### src/rtl/cbus_rr_arbiter.sv
// Round-robin arbiter sharing one cbus port between NUM_INPUTS requesters.
// Grants are held until last, withdrawal or watchdog expiry; priority rotates after each grant.
package cbus_pkg;
   typedef struct packed {
      logic        valid;
      logic        we;
      logic [31:0] addr;
      logic [31:0] wdata;
   } cbus_req_t;

   typedef struct packed {
      logic        ready;
      logic        last;
      logic [31:0] data;
   } cbus_resp_t;
endpackage

// state | meaning
// IDLE  | no grant open, scanning from ptr for the next valid requester
// BUSY  | grant_idx owns the shared bus until last, withdrawal or watchdog expiry
module cbus_rr_arbiter
   import cbus_pkg::*;
#(
   parameter int NUM_INPUTS     = 3,
   parameter int TIMEOUT_CYCLES = 1024,
   localparam int IDX_W         = $clog2(NUM_INPUTS)
) (
   input  logic                         clk,
   input  logic                         reset,
   input  cbus_req_t  [NUM_INPUTS-1:0]  ireqs,
   output cbus_resp_t [NUM_INPUTS-1:0]  iresps,
   output cbus_req_t                    oreq,
   input  cbus_resp_t                   oresp,
   output logic                         busy,
   output logic [IDX_W-1:0]             grant_idx,
   output logic                         timeout
);

   localparam int WD_W = (TIMEOUT_CYCLES > 1) ? $clog2(TIMEOUT_CYCLES) : 1;
   localparam logic [WD_W-1:0]  WD_LAST  = WD_W'(TIMEOUT_CYCLES - 1);
   localparam logic [IDX_W-1:0] IDX_LAST = IDX_W'(NUM_INPUTS - 1);
   localparam logic [IDX_W:0]   N_EXT    = (IDX_W+1)'(NUM_INPUTS);

   typedef enum logic {IDLE, BUSY} state_t;

   state_t            state, state_n;
   logic [IDX_W-1:0]  ptr;
   logic [WD_W-1:0]   wd;
   logic [IDX_W-1:0]  sel_idx;
   logic              sel_found;
   logic [IDX_W:0]    cand;
   logic [IDX_W-1:0]  next_ptr;
   logic              exit_busy;
   logic              wd_expire;

   // Scan ptr, ptr+1, ... with wrap; the sum stays below 2*NUM_INPUTS so one subtract suffices
   always_comb begin
      sel_idx   = '0;
      sel_found = 1'b0;
      cand      = '0;
      for (int k = 0; k < NUM_INPUTS; k++) begin
         cand = {1'b0, ptr} + (IDX_W+1)'(k);
         if (cand >= N_EXT) cand = cand - N_EXT;
         if (!sel_found && ireqs[cand[IDX_W-1:0]].valid) begin
            sel_found = 1'b1;
            sel_idx   = cand[IDX_W-1:0];
         end
      end
   end

   assign next_ptr = (grant_idx == IDX_LAST) ? '0 : grant_idx + 1'b1;

   always_comb begin
      state_n   = state;
      exit_busy = 1'b0;
      wd_expire = 1'b0;
      case (state)
         IDLE: if (sel_found) state_n = BUSY;
         BUSY: begin
            if (oresp.last) begin
               exit_busy = 1'b1;
            end else if (!ireqs[grant_idx].valid) begin
               exit_busy = 1'b1;
            end else if (TIMEOUT_CYCLES != 0 && wd == WD_LAST) begin
               exit_busy = 1'b1;
               wd_expire = 1'b1;
            end
            if (exit_busy) state_n = IDLE;
         end
         default: state_n = IDLE;
      endcase
   end

   always_comb begin
      oreq   = '0;
      iresps = '0;
      if (state == BUSY) begin
         oreq              = ireqs[grant_idx];
         iresps[grant_idx] = oresp;
      end
   end

   assign busy = (state == BUSY);

   always_ff @(posedge clk) begin
      if (!reset) begin
         state     <= IDLE;
         grant_idx <= '0;
         ptr       <= '0;
         wd        <= '0;
         timeout   <= 1'b0;
      end else begin
         state   <= state_n;
         timeout <= wd_expire;
         if (state == IDLE && sel_found) begin
            grant_idx <= sel_idx;
            wd        <= '0;
         end else if (state == BUSY) begin
            wd <= wd + 1'b1;
         end
         if (exit_busy) ptr <= next_ptr;
      end
   end

endmodule

### config.mk
export PLATFORM = sky130hd
export DESIGN_NAME = cbus_rr_arbiter
export DESIGN_NICKNAME = d
export VERILOG_FILES = /design/src/rtl/cbus_rr_arbiter.sv
export SDC_FILE = /design/constraint.sdc
export NUM_CORES = 1
export LEC_CHECK = 0
export BUFFER_PORTS_ARGS = -buffer_cell sky130_fd_sc_hd__buf_2
export CORE_AREA = 2 2 157 159
export CTS_CLUSTER_SIZE = 20
export DETAILED_ROUTE_END_ITERATION = 8
export DIE_AREA = 0 0 159 161
export GPL_ROUTABILITY_DRIVEN = 0
export PLACE_DENSITY_LB_ADDON = 0.15
export SYNTH_ARGS = -nofsm -noshare
export SYNTH_HDL_FRONTEND = slang
export SYNTH_SLANG_ARGS = --single-unit
### constraint.sdc
create_clock -name clk -period 2.2 [get_ports clk]
set_clock_uncertainty 0.15 [all_clocks]
set_input_delay 0.22 -clock clk [delete_from_list [all_inputs] [get_ports clk]]
set_output_delay 0.22 -clock clk [all_outputs]
set_load 0.05 [all_outputs]
==> results_dict.tcl, run 1 <==
set metrics [dict create \
    hp-class "input pin to register" \
    drv_slew 0 \
    synth_edf_count 0 \
    cp_data_required_time_ps 1830 \
    slowest_delay_ps 420 \
    clkTransAtPathRegs_ps 50 \
    status "finished clean" \
    hold_viol_final 0 \
    rsz0062_at_grt "true" \
    path_delay_family "buffers and inverters" \
    drive_gt1_frac 0.638 \
    drtIter0Drc 136 \
    grt_max_degree 40 \
    cp_slowest_cell "dfxtp_4" \
    num_vias 5107 \
    crit_fanout 18 \
    placed_cells 1252 \
    cts_buffers 3 \
    critPathBufInv 4 \
    layout_setup_ws_ps 62.4 \
    period_needed_ps 2140 \
    clock_sinks 16 \
    root_buffer "clkbuf_16" \
    via_per_inst 4.03 \
    mostFrequentLayoutCell "buf_2" \
    synthMuxAreaShare 0.220 \
    synth-compound-area-share 0.146 \
    grt_overflow 0 \
    crit_chain "buf_4 > nor2b_4 > buf_12 > clkbuf_16 > a21oi_1 > nor2_4 > buf_2" \
    ys_warn_count 0 \
    postSynthAreaPerCell_um2 5.79 \
    ios 406 \
    p_leak_nw 3.12 \
    antenna_found_initial 3 \
    worstPathArrival_ps 1770 \
    clock.fmax_ghz 0.468 \
    grt_pass1_wl_um 28800 \
    irDropWorstVdd_uv 314 \
    insertion_delay_ps 240 \
    area_growth_syn_to_layout_pct 109 \
    wl_per_cell_um 15.4 \
    synth_seq_cells 16 \
    critPathCaptureType "primary output" \
    syn_inst 550 \
    rows 57 \
    fp.dieW_um 159 \
    critPathKind "register to primary output" \
    syn-num-nets 788 \
    finalNonFillerCells 1266 \
    gr-usage-all-layers 0.139 \
    io_buffers 405 \
    synthSimpleGateAreaFrac 0.413 \
    drt_first_pass_iters 4 \
    synth_flop_cell "dfxtp_1" \
    hpwl_um 15800 \
    synth_cell_type_count 38 \
    synthXorXnorAreaFrac 0.0247 \
    htree_num_levels 1 \
    preCtsSetupSlack_ps 125 \
    power_density_nw_per_um2 610 \
    drtAntennaViolNets 0 \
    seq_area_frac_synth 0.101 \
    fin_crit_sh 0.972 \
    dieArea_um2 25600 \
    setup_viol 0 \
    synth_top_family_by_area "simple AND/OR/NAND/NOR gates" \
    relSlewSlack 0.544 \
    core_um2 24000 \
    die_h_um 161 \
    synthArstFlopShare 0 \
    synth-adder-area-share 0.0157 \
    cts_tree "built" \
    drc 0 \
    wirelength_um 19500 \
    timing.hold.ws_ps 97.1 \
    syn-cell-area_um2 3190 \
    clockBufferDepth 2 \
    nets 1178 \
    layout_common_cells "buf_2, nor2_1, mux2i_1" \
    maxCapViolations 0 \
    grt_pass1_vias 5177 \
    start_kind "register" \
    start_util 0.133 \
    worst_pin_slew_ps 684 \
]
==> Yosys cell counts, drive strengths merged, types with 3 or more instances <==
master	count	share of area
ha	4	0.016
nor3	13	0.038
nor2	237	0.28
nand2b	3	0.0059
clkbuf	25	0.029
nand2	45	0.053
xnor2	5	0.014
nor2b	4	0.0079
mux2i	69	0.22
o31ai	3	0.0086
inv	6	0.0071
nand4	4	0.0079
buf	24	0.044
nand3	3	0.0047
o21ai	3	0.0071
xor2	4	0.011
dfxtp	16	0.10
a21oi	69	0.11
==> final timing paths <==
kind,cells after the start,slack [ps],from,end
max,7,60,grant_idx[1],oreq[58]
min,2,100,oresp[32],timeout
max reg2reg,8,190,ptr[0],wd[4]
min reg2reg,2,350,ptr[1],ptr[1]
==> metrics by stage <==
stage | utilization | cell area, um^2 | setup TNS [ps] | total power, mW
2_1_floorplan | - | 3790 | -9000 | 2.69
3_3_place_gp | 0.264 | 6340 | 0 | 3.61
3_5_place_dp | 0.264 | 6340 | 0 | 3.59
4_1_cts | 0.269 | 6440 | 0 | 4.01
5_1_grt | 0.277 | 6640 | -349 | 4.29
6_report | 0.277 | 6650 | 0 | 4.05
==> cell families (layout without fill, tap and decap cells) <==
group | count (synthesis) | after routing
buffers and inverters | 55 | 444
XOR/XNOR | 9 | 9
multiplexers | 70 | 70
AND/OR/NAND/NOR | 315 | 315
adder cells (fa/ha/maj) | 4 | 4
flip-flops | 16 | 16
AO/OA/AOI/OAI | 81 | 81
other | 0 | 3
==> power by group <==
part | switching, mW | internal [mW]
registers | 0.0361 | 0.307
clock network | 0.113 | 0.276
logic | 2.28 | 1.04
==> routing by layer <==
layer | vias to the layer above | GRT usage | share of wire
li1 | 2588 | - | -
met5 | - | 0 | 0
met1 | 2251 | 0.154 | 0.39
met4 | 0 | 0.0202 | 0.0096
met2 | 257 | 0.278 | 0.53
met3 | 11 | 0.0282 | 0.072
==> cell type report <==
type	instances	area (um^2)
Fill cell	2739	17300
Multi-Input combinational cell	479	3270
Timing Repair Buffer	434	2520
Tap cell	324	405
Sequential cell	16	327
Clock buffer	4	88.8
Inverter	6	27.5
Antenna cell	3	7.51
==> registers in the layout (all words and copies together) (netlist names) <==
name       cells
busy           1
grant_idx      2
ptr            2
timeout        1
wd            10
==> repair_timing <==
action / in CTS / in global routing
gates cloned: 0 / 1
hold buffers: 0 / 0
endpoints found under the setup margin: 58 / 49
setup buffers: 2 / 4
resized for setup: 0 / 43
pin swaps: 0 / 0
hold endpoints to repair: 0 / 0
Note: power is estimated with default switching activity, not from simulation.
==> run 2: changes to the inputs <==
ABC_AREA = 1   (was unset)
CORE_AREA = 2 2 158 160   (was 2 2 157 159)
CTS_BUF_LIST = sky130_fd_sc_hd__clkbuf_8   (was unset)
DIE_AREA = 0 0 160 162   (was 0 0 159 161)
==> run 2 against run 1 <==
  * Combinational power grew 130%
  * Via count up 13%
  * Critical endpoint is now iresps[0]
  * Synthesized cell count grew 31%
  * Sequential cell count stayed put
  * Critical path type unchanged
  * Final area is 8.6% lower
  * Routed wire length is 6.9% higher
  * Critical path depth shrank 2
  * Register-to-register slack better by 70 ps
  * Fmax rose by 2.1%
  * Non-clock buffer count decreased by 5
  * Synthesized area grew 4.4%
==> results_dict.tcl, run 2 <==
set metrics [dict create \
    start_kind "register" \
    min_path_cells 3 \
    antenna_found_initial 3 \
    ios 406 \
    maxCapViolations 0 \
    synthArstFlopShare 0 \
    regArea_um2 329 \
    critPathKind "register to primary output" \
    rsz0062_at_grt "true" \
    largest_reg_flops 10 \
    hpwl_um 16100 \
    mostFrequentLayoutCell "buf_2" \
    yosysTopAreaCell "nand2_1" \
    rows 57 \
    synth_seq_cells 16 \
    layout_common_cells "buf_2, nand2_1, nand3_1" \
    via_per_inst 4.05 \
    wl_per_cell_um 14.6 \
    die_h_um 162 \
    start_util 0.138 \
    gr-usage-all-layers 0.145 \
    hold_viol_final 0 \
    grt_pass1_vias 5303 \
    num_vias 5777 \
    worstPathArrival_ps 1720 \
    ys_warn_count 0 \
    clock.fmax_ghz 0.478 \
    io_buffers 405 \
    syn-cell-area_um2 3330 \
    grt_max_degree 51 \
    crit_chain "nor2_4 > buf_4 > inv_2 > nor2_1 > buf_2" \
    cp_data_required_time_ps 1830 \
    irDropWorstVdd_uv 444 \
    finalNonFillerCells 1426 \
    regMostFlops "wd" \
    postSynthAreaPerCell_um2 4.63 \
    htree_num_levels 1 \
    cp_slowest_cell "inv_2" \
    synth.top_cell.area_share 0.302 \
    drc 0 \
    drtAntennaViolNets 0 \
    top_regs "wd x10, grant_idx x2, ptr x2" \
    seq_area_frac_synth 0.0963 \
    clkTransAtPathRegs_ps 70 \
    core_um2 24100 \
    nets 1339 \
    period_needed_ps 2090 \
    cts_buffers 3 \
    area_growth_syn_to_layout_pct 82.7 \
    p_leak_nw 3.86 \
    hp-class "input pin to register" \
    relSlewSlack 0.552 \
    synth.area.top_cells "nand2_1, nand3_1, nor2_1, dfxtp_1, inv_1" \
    clockBufferDepth 2 \
    clock_sinks 16 \
    placed_cells 1413 \
    syn-num-nets 956 \
    p_total_mw 8.36 \
    drv_slew 0 \
    crit_fanout 34 \
    drt_first_pass_iters 4 \
    critPathCaptureType "primary output" \
    slowest_delay_ps 470 \
    synth_flop_cell "dfxtp_1" \
    ff2ff_setup_slack_ps 260 \
    drtIter0Drc 267 \
    synth_cell_type_count 23 \
    fp.dieW_um 160 \
    yosysMostFrequentCell "nand2_1" \
    status "finished clean" \
    grt_pass1_wl_um 30400 \
    worst_pin_slew_ps 670 \
    root_buffer "clkbuf_8" \
    dieArea_um2 25900 \
    synth_commonest_cells "nand2_1, nand3_1, nor2_1" \
    grt_overflow 0 \
    wirelength_um 20900 \
    drive_gt1_frac 0.443 \
    fin_crit_sh 0.951 \
    cts_tree "built" \
    insertion_delay_ps 250 \
    power_density_nw_per_um2 1370 \
    nFillCells 2919 \
    setup_viol 0 \
    syn_inst 718 \
    synth_edf_count 0 \
    multi_input_area_um2 2550 \
    reg2reg_depth 10 \
    fin_util 0.252 \
]
==> run 2: through the flow <==
| stage | instance area (um^2) | setup TNS, ps | setup slack [ps] | hold slack (ps) |
|---|---|---|---|---|
| 6_report | 6080 | 0 | 107 | 140 |
| 5_1_grt | 6070 | -17.6 | -10.6 | 148 |
| 4_1_cts | 6000 | 0 | 45.2 | 133 |
| 3_5_place_dp | 5840 | 0 | 203 | 337 |
| 3_3_place_gp | 5840 | 0 | 239 | 338 |
| 2_1_floorplan | 3420 | -11300 | -135 | 267 |
==> run 2: final timing paths <==
| path | startpoint | end |
|---|---|---|
| min reg2reg | wd[1] | wd[1] |
| max reg2reg | ptr[0] | wd[3] |
| max | grant_idx[0] | iresps[0] |
| min | reset | ptr[1] |
==> run 2: power breakdown <==
group	switching, mW	internal [mW]	leakage (nW)
registers	0.110	0.346	0.132
logic	5.65	2.02	3.70
clock network	0.103	0.124	0.0269
total	5.87	2.49	3.86
==> run 2: layout make-up <==
cell class | instances | share of cell area
multi-input combinational | 566 | 0.419
sequential | 16 | 0.0541
clock buffer | 3 | 0.00679
antenna | 2 | 0.000824
clock inverter | 1 | 0.000618
inverter | 85 | 0.0533
timing repair buffer | 429 | 0.399
tap | 324 | 0.0667
==> run 2: critical path: cells and delay by family (launching register included) <==
kind / cells / cell delay [ps]
AND/OR/NAND/NOR: 2 / 140
buffers and inverters: 3 / 850
flip-flops: 1 / 440
==> run 2: cells by family (layout without fill, tap and decap cells) <==
family,Yosys count,count (layout),synth area share
fa+ha+maj,4,4,0.0150
other cells,0,2,0
xor+xnor,7,7,0.0184
buf+inv,136,518,0.168
compound gates,12,12,0.0218
simple gates,543,543,0.681
flops,16,16,0.0963
==> run 2: what timing repair did <==
| action | 4_1_cts | 5_1_grt |
|---|---|---|
| buffers inserted | 1 | 4 |
| setup endpoints to repair | 24 | 58 |
| pin swaps | 1 | 1 |
| resized for setup | 27 | 7 |
| cloned | 1 | 1 |
| hold buffers | 0 | 0 |
==> run 2: routing by layer <==
layer,GRT usage,share of wire,up-vias
met5,0,0.00062,-
met4,0.0262,0.013,2
met3,0.0227,0.063,18
met2,0.264,0.51,231
met1,0.183,0.42,2561
li1,-,-,2965
==> run 3: changes to the inputs <==
ABC_AREA = unset   (was 1)
CORE_AREA = 2 2 159 161   (was 2 2 158 160)
DIE_AREA = 0 0 161 163   (was 0 0 160 162)
==> run 3 against run 2 <==
  * Core utilization increased by 2.6 points
  * Final area up 13%
  * Sequential cell count unchanged
  * Sequential share of layout area fell by 0.66 points
  * Final cell count shrank 11%
  * Fmax fell by 2.2%
  * Total power down 51%
  * Register-to-register slack got worse by 50 ps
  * Critical path type unchanged
==> results_dict.tcl, run 3 (synthesized netlist as in run 1, its figures left out) <==
set metrics [dict create \
    status "finished clean" \
    path_delay_family "buffers and inverters" \
    power_density_nw_per_um2 596 \
    clkTransAtPathRegs_ps 60 \
    min_path_cells 2 \
    hp-start "oresp[32]" \
    hold-path-endpoint "timeout" \
    fp.dieW_um 161 \
    cts_buffers 3 \
    drv_slew 0 \
    relSlewSlack 0.568 \
    cp_data_required_time_ps 1830 \
    area_growth_syn_to_layout_pct 115 \
    clock_sinks 16 \
    worst_pin_slew_ps 648 \
    slowest_delay_ps 370 \
    hold_viol_final 0 \
    nets 1185 \
    hpwl_um 15200 \
    p_leak_nw 3.17 \
    ff2ff_setup_slack_ps 210 \
    top_regs "wd x10, grant_idx x2, ptr x2" \
    reg2reg_depth 8 \
    cts_tree "built" \
    nFillCells 2760 \
    htree_num_levels 1 \
    wirelength_um 18800 \
    die_h_um 163 \
    drtAntennaViolNets 0 \
    start_util 0.129 \
    critPathCaptureType "primary output" \
    largest_reg_flops 10 \
    drt_first_pass_iters 4 \
    diodes 0 \
    ios 406 \
    drc 0 \
    critPathKind "register to primary output" \
    clock.fmax_ghz 0.467 \
    cp_slowest_cell "dfxtp_4" \
    gr-usage-all-layers 0.130 \
    crit_top_cell "buf_4" \
    rsz0062_at_grt "true" \
    regMostFlops "wd" \
    mostFrequentLayoutCell "buf_2" \
    timing.hold.ws_ps 83.5 \
    start_kind "register" \
    crit_fanout 8 \
    fin_crit_sh 0.973 \
    grt_pass1_vias 5004 \
    maxCapViolations 0 \
    setup_viol 0 \
    via_per_inst 4.05 \
    worstPathArrival_ps 1770 \
    antenna_found_initial 0 \
    drtIter0Drc 165 \
    clockBufferDepth 2 \
    hp-class "input pin to register" \
    critPathBufInv 5 \
    drive_gt1_frac 0.644 \
    grt_overflow 0 \
    crit_chain "buf_6 > buf_4 > or2_4 > clkbuf_16 > buf_8 > nor2_4 > buf_4" \
    root_buffer "clkbuf_8" \
    fin_util 0.278 \
    rows 58 \
    dieArea_um2 26200 \
    layout_common_cells "buf_2, nor2_1, mux2i_1, nor2_2, a21oi_1" \
    io_buffers 405 \
    grt_max_degree 39 \
    r2r-end "wd[4]" \
    wl_per_cell_um 14.8 \
    irDropWorstVdd_uv 248 \
    insertion_delay_ps 250 \
    period_needed_ps 2140 \
    core_um2 24700 \
    r2r_start "ptr[0]" \
    grt_pass1_wl_um 27300 \
    num_vias 5169 \
    p_total_mw 4.09 \
]
-- run 3: cell count changes in the layout (fill, tap and decap cells not counted), sizes merged, moves of 3 or more --
cell | before | now
nand2 | 270 | 45
nand3 | 147 | 3
nor2 | 121 | 237
inv | 86 | 6
mux2i | 0 | 69
a21oi | 5 | 69
clkbuf | 4 | 18
nor3 | 0 | 13
nor2b | 0 | 4
xnor2 | 1 | 5
nand2b | 0 | 3
o21ai | 6 | 3
o31ai | 0 | 3
-- run 3: cell type report --
class | instances | area, um^2 | share of cell area
repair buffers | 441 | 2770 | 0.403
well taps | 330 | 413 | 0.0602
inverters | 6 | 27.5 | 0.00401
clock buffers | 4 | 55.1 | 0.00802
multi-input cells | 479 | 3270 | 0.477
flip-flops and latches | 16 | 327 | 0.0476
-- run 3: through the flow --
step                setup slack (ps)  setup TNS [ps]  instances  cell area (um^2)
finish                          60.4               0       1276              6860
global placement                 173               0       1261              6370
CTS                            -4.12           -10.2       1270              6620
global route                   -13.1           -40.2       1276              6860
floorplan                       -186           -9000        550              3790
detailed placement               168               0       1261              6370
-- run 3: worst max path at each step --
stage                     slack (ps)  depth (start not counted)          from          to
after detailed placement         170                          6  grant_idx[1]    oreq[43]
after global placement           170                          5  grant_idx[0]    oreq[32]
after floorplan                 -190                          5  grant_idx[0]   iresps[0]
final                             60                          7  grant_idx[1]  iresps[22]
after global routing             -10                          7  grant_idx[1]  iresps[29]
after CTS                         -4                          6  grant_idx[1]  iresps[24]
-- run 3: worst reg2reg max path, cell delays in order, from the launching register on --
cell,delay (ps)
dfxtp_1,380
inv_1,60
ha_1,360
and2b_4,200
o21ai_2,150
and2_4,180
a31oi_4,120
buf_12,180
nor3_1,150
-- run 3: power breakdown --
group | switching (mW) | internal, mW | total (mW) | leakage, nW
Clock | 0.106 | 0.159 | 0.265 | 0.0288
Combinational | 2.32 | 1.18 | 3.49 | 3.01
Sequential | 0.0245 | 0.306 | 0.331 | 0.131
-- run 3: timing repair --
item                                   CTS  global route
gates resized for setup                 51            45
buffers inserted                         5             5
endpoints found under the hold margin    0             0
hold buffers                             0             0
setup endpoints to repair               70            92
cloned                                   0             1
-- run 3: metal layers --
metal | part of all wire | vias up | GRT usage
met2 | 0.53 | 253 | 0.255
met1 | 0.37 | 2305 | 0.146
li1 | - | 2598 | -
met5 | 0 | - | 0
met3 | 0.080 | 13 | 0.0229
met4 | 0.013 | 0 | 0.0227
